`src/rtl/sfq_arith_pkg.sv`:
```
// Shared types and constants for the serial adder sequencer.
// Also used by the pipelined full-adder wrapper.
package sfq_arith_pkg;

  localparam int FA_LAT_DEFAULT = 4;

  typedef enum logic [1:0] {
    ST_IDLE,
    ST_ISSUE,
    ST_WAIT,
    ST_DONE
  } sa_state_e;

endpackage

```
`src/rtl/sfq_wait_timer.sv`:
```
// Loadable down-counter that spans the adder pipeline latency.
// zero is high once the count reaches 0 and stays until reloaded.
module sfq_wait_timer
  import sfq_arith_pkg::*;
#(
  parameter int ADDER_LAT = FA_LAT_DEFAULT
) (
  input  logic clk,
  input  logic rst,
  input  logic load,
  output logic zero
);

  localparam int CW = (ADDER_LAT > 1) ? $clog2(ADDER_LAT) : 1;

  logic [CW-1:0] cnt_q;
  logic [CW-1:0] cnt_d;

  // Reload on issue, otherwise count down and park at zero.
  always_comb begin
    cnt_d = cnt_q;
    if (load) begin
      cnt_d = CW'(ADDER_LAT - 1);
    end else if (cnt_q != '0) begin
      cnt_d = cnt_q - CW'(1);
    end
  end

  // Count register.
  always_ff @(posedge clk or posedge rst) begin
    if (rst) begin
      cnt_q <= '0;
    end else begin
      cnt_q <= cnt_d;
    end
  end

  assign zero = (cnt_q == '0);

endmodule

```
`src/rtl/serial_adder_sequencer.sv`:
```
// Drives a pipelined 1-bit full adder LSB-first to build a WIDTH-bit sum.
// Carry is captured from the adder and fed back on the next issue.
module serial_adder_sequencer
  import sfq_arith_pkg::*;
#(
  parameter int WIDTH     = 8,
  parameter int ADDER_LAT = FA_LAT_DEFAULT
) (
  input  logic             clk,
  input  logic             rst,
  input  logic             start,
  input  logic [WIDTH-1:0] op_a,
  input  logic [WIDTH-1:0] op_b,
  input  logic             cin,
  output logic             busy,
  output logic             done,
  output logic [WIDTH-1:0] result,
  output logic             cout,
  output logic             fa_a,
  output logic             fa_b,
  output logic             fa_cin,
  input  logic             fa_sum,
  input  logic             fa_cout
);

  localparam int IW = (WIDTH > 1) ? $clog2(WIDTH) : 1;
  localparam logic [IW-1:0] LAST = IW'(WIDTH - 1);

  sa_state_e        state_q, state_d;
  logic [WIDTH-1:0] a_q, a_d;
  logic [WIDTH-1:0] b_q, b_d;
  logic [WIDTH-1:0] res_q, res_d;
  logic [IW-1:0]    idx_q, idx_d;
  logic             carry_q, carry_d;
  logic             cout_q, cout_d;
  logic             tmr_load;
  logic             tmr_zero;

  sfq_wait_timer #(
    .ADDER_LAT(ADDER_LAT)
  ) u_timer (
    .clk (clk),
    .rst (rst),
    .load(tmr_load),
    .zero(tmr_zero)
  );

  // Next-state, datapath updates and outputs.
  always_comb begin
    state_d  = state_q;
    a_d      = a_q;
    b_d      = b_q;
    res_d    = res_q;
    idx_d    = idx_q;
    carry_d  = carry_q;
    cout_d   = cout_q;
    tmr_load = 1'b0;
    done     = 1'b0;
    fa_a     = 1'b0;
    fa_b     = 1'b0;
    fa_cin   = 1'b0;
    unique case (state_q)
      ST_IDLE: begin
        if (start) begin
          a_d     = op_a;
          b_d     = op_b;
          carry_d = cin;
          idx_d   = '0;
          res_d   = '0;
          cout_d  = 1'b0;
          state_d = ST_ISSUE;
        end
      end
      ST_ISSUE: begin
        fa_a     = a_q[0];
        fa_b     = b_q[0];
        fa_cin   = carry_q;
        tmr_load = 1'b1;
        state_d  = ST_WAIT;
      end
      ST_WAIT: begin
        if (tmr_zero) begin
          res_d[idx_q] = fa_sum;
          carry_d      = fa_cout;
          a_d          = a_q >> 1;
          b_d          = b_q >> 1;
          if (idx_q == LAST) begin
            cout_d  = fa_cout;
            state_d = ST_DONE;
          end else begin
            idx_d   = idx_q + IW'(1);
            state_d = ST_ISSUE;
          end
        end
      end
      ST_DONE: begin
        done    = 1'b1;
        state_d = ST_IDLE;
      end
      default: state_d = ST_IDLE;
    endcase
  end

  // State and datapath registers.
  always_ff @(posedge clk or posedge rst) begin
    if (rst) begin
      state_q <= ST_IDLE;
      a_q     <= '0;
      b_q     <= '0;
      res_q   <= '0;
      idx_q   <= '0;
      carry_q <= 1'b0;
      cout_q  <= 1'b0;
    end else begin
      state_q <= state_d;
      a_q     <= a_d;
      b_q     <= b_d;
      res_q   <= res_d;
      idx_q   <= idx_d;
      carry_q <= carry_d;
      cout_q  <= cout_d;
    end
  end

  assign busy   = (state_q != ST_IDLE);
  assign result = res_q;
  assign cout   = cout_q;

endmodule

```
`config.mk`:
```
export PLATFORM = sky130hd
export DESIGN_NAME = serial_adder_sequencer
export DESIGN_NICKNAME = d
export VERILOG_FILES = /design/src/rtl/sfq_arith_pkg.sv /design/src/rtl/sfq_wait_timer.sv /design/src/rtl/serial_adder_sequencer.sv
export SDC_FILE = /design/constraint.sdc
export NUM_CORES = 1
export LEC_CHECK = 0
export ABC_AREA = 0
export CORE_MARGIN = 2
export CORE_UTILIZATION = 54
export CTS_BUF_LIST = sky130_fd_sc_hd__clkbuf_16
export DETAILED_ROUTE_END_ITERATION = 6
export PLACE_DENSITY = 0.93
export SLEW_MARGIN = 20
export SYNTH_ARGS = -nofsm -noshare
export SYNTH_HDL_FRONTEND = slang
export SYNTH_SLANG_ARGS = --single-unit
export TNS_END_PERCENT = 100
```
`constraint.sdc`:
```
create_clock -name clk -period 4 [get_ports clk]
set_clock_uncertainty 0.05 [all_clocks]
set_input_delay 1 -clock clk [delete_from_list [all_inputs] [get_ports clk]]
set_output_delay 1 -clock clk [all_outputs]
set_load 0.03 [all_outputs]
```
* After elaboration in Yosys (flattened, before gate mapping)
Cells that the tools add are included.
** Cells by class
- Reductions and logical operators :: 11
- Mux-type cells :: 34
- $add $sub $neg :: 2
- Equality and inequality tests :: 8
- $lt $le $gt $ge :: 2
** Operator list (number)
- 8-bit 2-to-1 mux :: 6
- 8-bit case mux with 2 select lines :: 3
- 1-bit 2-to-1 mux :: 11
- 2-bit 2-to-1 mux :: 5
- 3-bit 2-to-1 mux :: 3
- 8-bit bitwise mux :: 1
- 2-bit != test, second input constant :: 4
- 2-bit case mux with 4 select lines :: 1
- 4-bit AND reduction :: 2
- 2-bit nonzero test :: 4
- 3-bit case mux with 2 select lines :: 1
- 2-bit == test, second input constant :: 2
- 2-bit zero test :: 2
- 3-bit by 4-bit less-than comparator with 1-bit output, second input constant :: 1
- 1-bit case mux with 2 select lines :: 2
- 3-bit by 1-bit adder with 3-bit output, second input constant :: 1
- 1-bit demux with 3-bit select :: 1
- 3-bit == test, second input constant :: 1
- 3-bit by 1-bit greater-or-equal comparator with 1-bit output, second input constant :: 1
- 3-bit AND reduction :: 1
- 2-bit by 1-bit == test with 1-bit output, second input constant :: 1
- 2-bit AND reduction :: 1
- 2-bit by 1-bit subtractor with 2-bit output, second input constant :: 1
- 1-bit logical AND :: 1
** Word-level totals
- Logic and storage cells :: 65
- Register bits after elaboration :: 33

* Logic depth before layout (Yosys ltp)
- Word-level depth :: 7
- Mapped depth :: 7
- Mapped depth without buffers :: 6

* Modules after synthesis
Synthesis repeated with hierarchy kept, for this count alone.
** Unflattened totals
- Cell total of the unflattened synthesis :: 153
- Area, all modules :: 1725.4 sq um
** By module, submodules not included
- serial_adder_sequencer :: area each 1616.6 sq um, times used 1, cells each 142
- sfq_wait_timer :: area each 108.9 sq um, times used 1, cells each 11

* Worst setup path after synthesis
OpenSTA, ideal clock, no wires.
- Kind :: register to output
- Start :: register state_q[0]
- End :: output port busy
- Setup slack :: 1.888 ns
- Cell stages (with the launch flop) :: 4
- Required time :: 2.950 ns
- Arrival :: 1.062 ns
- Cells stage by stage :: dfrtp_1 buf_2 clkbuf_1 or2_2
** Between the ends
- Word-level cells in the longest chain between the ends :: 1
** RTL lines
- start: declaration :: RTL line serial_adder_sequencer.sv:29 : sa_state_e state_q, state_d;
- start signal: assignment :: RTL line serial_adder_sequencer.sv:115 : state_q <= state_d;
- 2-bit nonzero test :: RTL line serial_adder_sequencer.sv:125 : assign busy = (state_q != ST_IDLE);
- end: declaration :: RTL line serial_adder_sequencer.sv:15 : output logic busy,
No other way between the ends.

* Final worst setup path
- Start :: register state_q[0]
- End :: output port fa_b
** Between the ends
- Word-level cells in the longest chain between the ends :: 2
** RTL lines
- 2-bit by 1-bit == test with 1-bit output :: RTL line serial_adder_sequencer.sv:62 : unique case (state_q)
- 1-bit 2-to-1 mux :: RTL line serial_adder_sequencer.sv:62
- end: declaration :: RTL line serial_adder_sequencer.sv:20 : output logic fa_b,
No other way between the ends.

==> impl_metrics.json <==
{
  "synth_nets": 185,
  "fillCellCount": 226,
  "timing.final.crit_period_ns": 3.26,
  "seq_area_frac_synth_pct": 48.9,
  "status": "complete, no violations",
  "syn_avg_cell_area_um2": 10.5,
  "rsz0062_at_grt": "no",
  "met2WireLength_mm": 1.56,
  "crit_path_cell_trace": "nor2b_1 > and2_1 > clkdlybuf4s50_1",
  "synth.distinct_cells": 37,
  "synth-edff-count": 0,
  "final-seq-area_um2": 826,
  "layout_commonest_cell": "clkdlybuf4s50_1",
  "crit_type": "reg -> out",
  "viasPerCell": 5.90,
  "fin_tns_setup_ns": 0,
  "vias": 1322,
  "relSlewSlack_pct": 38.6,
  "die_y_um": 59.9,
  "clkTransAtPathRegs_ns": 0.05,
  "max_clock_freq_mhz": 306,
  "postCtsHoldBufs": 0,
  "antenna_found_initial": 0,
  "slew_viol_final": 0,
  "fp-row-count": 20,
  "drive_above_1_share_pct": 7.85,
  "grt_max_degree": 34,
  "timing.reg2reg.setup_slack_ns": 1.81,
  "cts_setup_buffers": 0,
  "start_util_pct": 56.2,
  "cts_tree": "built",
  "power_uw": 1550,
  "cp.arrival_ns": 2.21,
  "cap_violations": 0,
  "cts.sinks": 33,
  "post_cts_resize_count": 0,
  "grt_use_total_pct": 23.5,
  "multi_input_comb_area_um2": 727,
  "required_ns": 2.95,
  "die_width_um": 59.9,
  "syn_to_final_growth_pct": 28.2,
  "ys_seq_elements": 33,
  "worst_pin_slew_ns": 0.920,
  "synthFlopType": "dfrtp_1",
  "htree_levels": 2,
  "worst_path_max_delay_cell": "dfrtp_1",
  "cts_root_buffer": "clkbuf_16",
  "final_cell_mix": "35 x clkdlybuf4s50_1, 33 x dfrtp_1, 32 x o21ai_0, 17 x mux2i_1, 12 x inv_1",
  "cts_buffer_depth": 2,
  "drtIter0Drc": 64,
  "cp-start-kind": "flop",
  "wl_mm": 3.45,
  "leakage_uw": 0.000950,
  "final-hold-violation-count": 0,
  "wirelength_met1_mm": 1.60,
  "end_kind": "output pin",
  "cts_buffers": 5,
  "ios": 36,
  "antenna_cells": 0,
  "wl_met3_um": 238,
  "design.core.area_mm2": 0.00300,
  "yosysWarnings": 0,
  "setup_violations": 0,
  "clk_latency_ns": 0.27,
  "async_flop_share_pct": 100,
  "powerDensity_mw_per_mm2": 718,
  "firstDrtPassIters": 4,
  "crit_fanout": 30,
  "hp-class": "reg -> reg",
  "period_share_pct": 81.6,
  "fin_nets": 215,
  "port_buffers": 35,
  "ir_drop_v": 0.000434,
  "die-area_mm2": 0.00359,
  "synthesis.area_mm2": 0.00169,
  "place_hpwl_mm": 2.33,
  "top_layer": "met4",
  "routedWlPerCell_um": 15.4,
  "drcViolationCount": 0,
  "grt_pass1_vias": 1333,
  "grt_pass1_wl_mm": 6.09,
  "netlist_instances": 160,
  "crit_path_max_incr_delay_ns": 0.83,
  "ant_nets": 0,
  "routabilityCongestion": 0.781,
  "grt-ovfl-total": 0
}
==> sequential cells by signal (all words and copies together) (netlist names) <==
register	cells
u_timer.cnt_q	2
result	8
a_q	8
cout	1
state_q	2
b_q	8
carry_q	1
idx_q	3
==> synthesized netlist by cell type (all sizes together), types with 3 or more instances <==
library cell / count / area [µm²]
dfrtp: 33 / 826
o21ai: 32 / 160
mux2i: 17 / 170
inv: 11 / 41.3
buf: 9 / 73.8
a211oi: 5 / 37.5
clkbuf: 5 / 20.0
o22ai: 5 / 31.3
a22o: 4 / 35.0
and2: 4 / 25.0
ha: 3 / 37.5
nand2: 3 / 11.3
nand3: 3 / 15.0
nand3b: 3 / 22.5
or2: 3 / 18.8
or3b: 3 / 26.3
==> critical path: cells and delay by family (launching register included) <==
family / cells / cell delay, ns
AND/OR/NAND/NOR: 2 / 0.44
flip-flops: 1 / 0.83
buffers and inverters: 1 / 0.67
==> per-stage QoR <==
stage               hold slack, ns  instances  area (µm²)  worst slack (ns)  util [%]
CTS                          0.456        224        2160             0.720      72.0
global placement             0.435        216        2000              1.09      66.6
global route                 0.485        224        2160             0.531      72.0
detailed placement           0.444        216        2000              1.01      66.6
floorplan                    0.413        160        1690              1.89         -
finish                       0.454        224        2160             0.737      72.0
==> worst paths after layout <==
check | startpoint | end | depth (start not counted)
hold / removal | result[0]$_DFFE_PP0P_ | result[0]$_DFFE_PP0P_ | 1
setup reg to reg | state_q[0]$_DFFE_PP0P_ | a_q[1]$_DFFE_PP0P_ | 3
hold reg to reg | result[0]$_DFFE_PP0P_ | result[0]$_DFFE_PP0P_ | 1
setup / recovery | state_q[0]$_DFFE_PP0P_ | fa_b | 3
min in group asynchronous | rst | a_q[0]$_DFFE_PP0P_ | 3
max in group asynchronous | rst | idx_q[2]$_DFFE_PP0P_ | 3
==> final cells by class <==
class / count / share of cell area (%)
Timing Repair Buffer: 37 / 16.9
Clock buffer: 5 / 5.78
Tap cell: 33 / 1.91
Inverter: 11 / 1.91
Clock inverter: 3 / 1.74
Multi-Input combinational cell: 102 / 33.6
Sequential cell: 33 / 38.2
==> power by group <==
group	internal, µW	total, µW	switching, µW
Combinational	258	559	301
Sequential	454	576	122
Clock	289	418	129
Total	1000	1550	553
==> routing by layer <==
metal | up-vias | GRT usage [%]
met2 | 44 | 35.4
met4 | 0 | 9.84
li1 | 634 | -
met3 | 6 | 8.01
met1 | 638 | 31.0
met5 | - | 0
==> cells by family (layout without fill, tap and decap cells) <==
kind of cell / after synthesis / after routing / synth area share [%]
compound gates: 52 / 52 / 18.8
xor+xnor: 1 / 1 / 0.519
fa+ha+maj: 3 / 3 / 2.22
buf+inv: 25 / 56 / 8.01
flops: 33 / 33 / 48.9
mux: 18 / 18 / 10.7
simple gates: 28 / 28 / 10.8
Note: power is estimated with default switching activity, not from simulation.
